**src/rtl/ttt_game_ctrl.sv**
```systemverilog
// ttt_game_ctrl: tic-tac-toe turn controller owning the board, with score/restart strobes and move checking
//   clk, reset (async, active-high) | sel[3:0], place, new_game | win1, win2, draw, inval from datapath
//   p1/p2[0:8] board masks (bit i = cell i) | en1/en2 score pulses, restart strobe, turn, game_over, move_err
module ttt_game_ctrl #(
  parameter bit FIRST_PLAYER = 1'b0,
  parameter int RESTART_CYCLES = 2
) (
  input  logic       clk,
  input  logic       reset,
  input  logic [3:0] sel,
  input  logic       place,
  input  logic       new_game,
  input  logic       win1,
  input  logic       win2,
  input  logic       draw,
  input  logic       inval,
  output logic [0:8] p1,
  output logic [0:8] p2,
  output logic       en1,
  output logic       en2,
  output logic       restart,
  output logic       turn,
  output logic       game_over,
  output logic       move_err
);
  localparam int CW = RESTART_CYCLES > 1 ? $clog2(RESTART_CYCLES) : 1;
  typedef enum logic [1:0] {PLAY, CHECK, OVER, CLEAR} state_t;
  state_t state, state_d;
  logic [CW-1:0] cnt, cnt_d;
  logic [0:8] p1_d, p2_d, mask;
  logic [0:15] hot;
  logic turn_d, en1_d, en2_d, err_d, legal;
  // one-hot cell decode; indices 9..15 are treated as permanently occupied so they are rejected
  assign hot = 16'h8000 >> sel;
  assign mask = hot[0:8];
  assign legal = ~|(hot & {p1 | p2, 7'h7f});
  assign game_over = state == OVER;
  always_comb begin
    state_d = state;
    cnt_d = cnt;
    p1_d = p1;
    p2_d = p2;
    turn_d = turn;
    en1_d = 1'b0;
    en2_d = 1'b0;
    err_d = 1'b0;
    case (state)
      PLAY:
        if (new_game) state_d = CLEAR;
        else if (place && legal) begin
          p1_d = turn ? p1 : p1 | mask;
          p2_d = turn ? p2 | mask : p2;
          state_d = CHECK;
        end else err_d = place;
      CHECK: begin
        // simultaneous wins or an invalid board end the game without a score; a win outranks draw
        en1_d = !inval && win1 && !win2;
        en2_d = !inval && win2 && !win1;
        state_d = (inval || win1 || win2 || draw) ? OVER : PLAY;
        turn_d = (inval || win1 || win2 || draw) ? turn : !turn;
      end
      OVER:
        if (new_game) state_d = CLEAR;
        else err_d = place;
      CLEAR:
        if (cnt == CW'(RESTART_CYCLES - 1)) state_d = PLAY;
        else cnt_d = cnt + 1'b1;
      default: state_d = PLAY;
    endcase
    if (state != CLEAR && state_d == CLEAR) begin
      p1_d = '0;
      p2_d = '0;
      turn_d = FIRST_PLAYER;
      cnt_d = '0;
    end
  end
  always_ff @(posedge clk or posedge reset)
    if (reset) begin
      state <= PLAY;
      cnt <= '0;
      p1 <= '0;
      p2 <= '0;
      turn <= FIRST_PLAYER;
      en1 <= 1'b0;
      en2 <= 1'b0;
      restart <= 1'b0;
      move_err <= 1'b0;
    end else begin
      state <= state_d;
      cnt <= cnt_d;
      p1 <= p1_d;
      p2 <= p2_d;
      turn <= turn_d;
      en1 <= en1_d;
      en2 <= en2_d;
      restart <= state_d == CLEAR;
      move_err <= err_d;
    end
endmodule

```
**config.mk**
```make
export PLATFORM = sky130hd
export DESIGN_NAME = ttt_game_ctrl
export DESIGN_NICKNAME = d
export VERILOG_FILES = /design/src/rtl/ttt_game_ctrl.sv
export SDC_FILE = /design/constraint.sdc
export NUM_CORES = 1
export LEC_CHECK = 0
export CORE_MARGIN = 2
export CORE_UTILIZATION = 41
export CTS_CLUSTER_SIZE = 20
export DETAILED_ROUTE_END_ITERATION = 16
export PLACE_DENSITY = 0.74
export SLEW_MARGIN = 20
export SYNTH_ARGS = -nofsm -noshare
export SYNTH_HDL_FRONTEND = slang
export SYNTH_SLANG_ARGS = --single-unit
```
**constraint.sdc**
```tcl
create_clock -name clk -period 1.6 [get_ports clk]
set_clock_uncertainty 0.05 [all_clocks]
set_input_delay 0.32 -clock clk [delete_from_list [all_inputs] [get_ports clk]]
set_output_delay 0.32 -clock clk [all_outputs]
set_load 0.005 [all_outputs]
```
==> summary.txt <==
Worst setup path
  – Crit path max fanout: 6
  – Path depth of the worst reg2reg path: 5
  – RR Startpoint: state[1]
  – Critical Path Source Type: input pin
  – Max incr delay on CP: 0.53 ns
  – Buffers & Inverters on Critical Path: 3
  – Total stage count of the critical path: 7
  – Critical R2R Capture: p2[1]
  – Kind of critical path: input pin to flop
  – Crit path arrival time: 1.84 ns
  – Crit-path slowest cell: nor3_1
  – Crit path cell chain: dlygate4sd2_1 > buf_6 > nor3b_1 > nor3_1 > nor4_4 > buf_4 > a22o_1
  – Reg2Reg Setup Slack: -0.05 ns
  – Required @ worst endpoint: 1.77 ns
  – CP top delay family: simple AND/OR/NAND/NOR gates
  – Worst Setup End Kind: flop

STA
  – Worst Tran Pin Value: 0.629 ns
  – Slew HR: 57.8%
  – Peak Freq: 599 MHz
  – Final Hold Viols: 0
  – RSZ-0062 raised after global routing: yes
  – Worst setup margin: -0.0682 ns
  – Max-slew violation count: 0
  – Final Setup Violations: 9
  – Fin crit period: 1.67 ns
  – Hold WS: 0.270 ns
  – Final clock period utilization by the worst path: 104%
  – Setup TNS: -0.431 ns

Outcome
  – Failing checks: setup timing
  – Status: finished, violations left

Placed design
  – Placed insts: 195
  – Placement Setup Slack: -0.551 ns
  – Post-DP HPWL: 2.41 mm
  – Port Buffers: 35
  – RD Place Congestion: 0.779
  – DP Area: 1730 sq um

Synth
  – Mapped cell area: 1220 sq um
  – Main combinational cell family by area after synthesis: simple AND/OR/NAND/NOR gates
  – Adder-cell share of the synthesized area: 0%
  – Largest cells by area after synthesis: dfrtp_1 (53%), nor2_1 (6.5%), a22o_1 (5.8%)
  – Yosys warns: 0
  – Count leader, synth: dfrtp_1
  – Mapped Avg Cell Area: 10.8 sq um
  – Mux share of post-synthesis cell area: 1.85%
  – Synthesized flop and latch total: 26
  – Number of synthesized flops with an enable pin: 0
  – Yosys cell types: 30
  – Synth top cells by count: dfrtp_1 (26), nor2_1 (21), a22o_1 (8), a31oi_1 (8), nor3b_1 (6)
  – Leading area contributor after synthesis: dfrtp_1
  – Post-Syn Instances: 113
  – Post-Synth Simple-Gate Area: 24.5%
  – FFs w/ async S/R, synth: 100%
  – Xor and xnor area share after synthesis: 0.720%
  – Post-synth top area share: 53.5%
  – Syn Nets: 125
  – Post-synthesis compound-gate area fraction: 16.7%
  – Sequential-to-total area share from yosys stat: 53.5%
  – Top FF cell, synth: dfrtp_1

Finish
  – Layout cells sized above 1: 36.2%
  – Non-Filler Instances: 216
  – Final core occ: 73.2%
  – FILL cells: 205
  – Area grow syn2layout: 67.5%
  – Nets: 198
  – # diodes: 0
  – Finished Cell Area: 2040 sq um

Route
  – Vias per cell: 5.68
  – Met1 Routed Length: 1.44 mm
  – Drt first pass iters: 4
  – Top layer in use: met4
  – 1st-iter DRT viols: 28
  – DRC Markers: 0
  – Routed wl met2: 2.02 mm
  – Wire per inst: 17.0 um
  – Final wirelength: 3.68 mm
  – Detailed-route via count: 1,226
  – Met3 WL: 159 um
  – Detail Route Antenna Nets: 0

Floorplanning
  – Core Rows: 19
  – Core Region: 2780 sq um
  – IO Pins: 36
  – Die Area: 3420 sq um
  – Die W: 58.5 um
  – Initial Utilization: 43.7%
  – Die Y: 58.5 um

Global route
  – GRT overflow: 0
  – Largest net degree at the start of global routing: 27
  – GRT Resource Usage Total: 22.3%
  – Global-route wire length before repair: 5.75 mm
  – Vias in the first global route: 1,260
  – Initial antenna violation count: 0

Clocking
  – Root Buffer: clkbuf_4
  – CTS Buf Count: 3
  – Clk Latency, worst-skew pair: 0.33 ns
  – H-tree depth: 1
  – Max Root-Sink Buffers: 2
  – # clock sinks: 26
  – Reg clk slew, reported paths: 0.15 ns
  – Hold_buf cts: 0
  – CTS tree: yes

Min path
  – Worst hold-check path type: input pin to async pin

Power and ir drop
  – Lkg Pwr: 1.10 nW
  – Peak supply drop: 0.000857 V
  – Power density cells: 891 nW/um^2
  – Total Power: 1.81 mW

Job
  – Max_cap viols: 0
==> cell families (layout without fill, tap and decap cells) <==
| group | Yosys count | count (layout) |
|---|---|---|
| and+or+nand+nor | 51 | 51 |
| AOI/OAI and AO/OA | 27 | 27 |
| DFF | 26 | 26 |
| buffers and inverters | 7 | 79 |
| xor gates and xnor gates | 1 | 1 |
| muxes | 1 | 1 |
==> placed cells by master (no fill, tap or decap), types with 4 or more instances in the layout <==
cell,n
buf_4,34
nor4_4,4
dlygate4sd2_1,17
nor2_1,20
a22o_1,8
nand2_1,4
a31oi_1,6
dlymetal6s2s_1,7
dfrtp_1,25
clkdlybuf4s50_1,10
==> per-layer routing <==
metal	up-vias	GRT usage, %
li1	565	-
met2	47	41.1
met4	0	8.31
met1	606	25.7
met3	8	3.52
met5	-	0
==> timing repair <==
| action | 4_1_cts | 5_1_grt |
|---|---|---|
| gates resized for setup | 35 | 17 |
| buffers inserted | 11 | 5 |
| setup endpoints to repair | 41 | 28 |
| pin swaps | 9 | 4 |
| gates cloned | 1 | 0 |
==> flip-flops by register name, indices dropped and copies added, names as in the netlist <==
register	cells
p2	9
cnt	1
move_err	1
en1	1
state	2
turn	1
restart	1
en2	1
p1	9
==> worst max-delay path by stage <==
stage / from / to / slack, ns
2_1_floorplan: state[0] / p1[1] / 0.07
3_3_place_gp: sel[1] / state[0] / -0.47
3_5_place_dp: sel[1] / p1[8] / -0.55
4_1_cts: state[1] / p2[1] / -0.08
5_1_grt: state[1] / p2[1] / -0.13
6_report: sel[1] / p2[1] / -0.07
==> worst reg2reg max path, cell delays in order, from the launching register on <==
cell and delay, ns:
dfrtp_1 0.43, buf_6 0.13, or4_4 0.55, nor4_4 0.14
buf_4 0.17, a22o_1 0.13
==> cell type report <==
class / instances / area, sq um / share of cell area, %
clock inverters: 1 / 30.0 / 1.47
inverters: 3 / 11.3 / 0.553
repair buffers: 72 / 624 / 30.7
multi-input cells: 80 / 658 / 32.3
flip-flops and latches: 26 / 652 / 32.0
well taps: 31 / 38.8 / 1.90
clock buffers: 3 / 22.5 / 1.11
==> power by group <==
| group | switching [mW] | internal, mW | total, mW |
|---|---|---|---|
| sequential | 0.0368 | 0.718 | 0.755 |
| clock | 0.201 | 0.253 | 0.455 |
| combinational | 0.288 | 0.317 | 0.605 |
| total | 0.526 | 1.29 | 1.81 |
(Power assumes the default switching activity.)
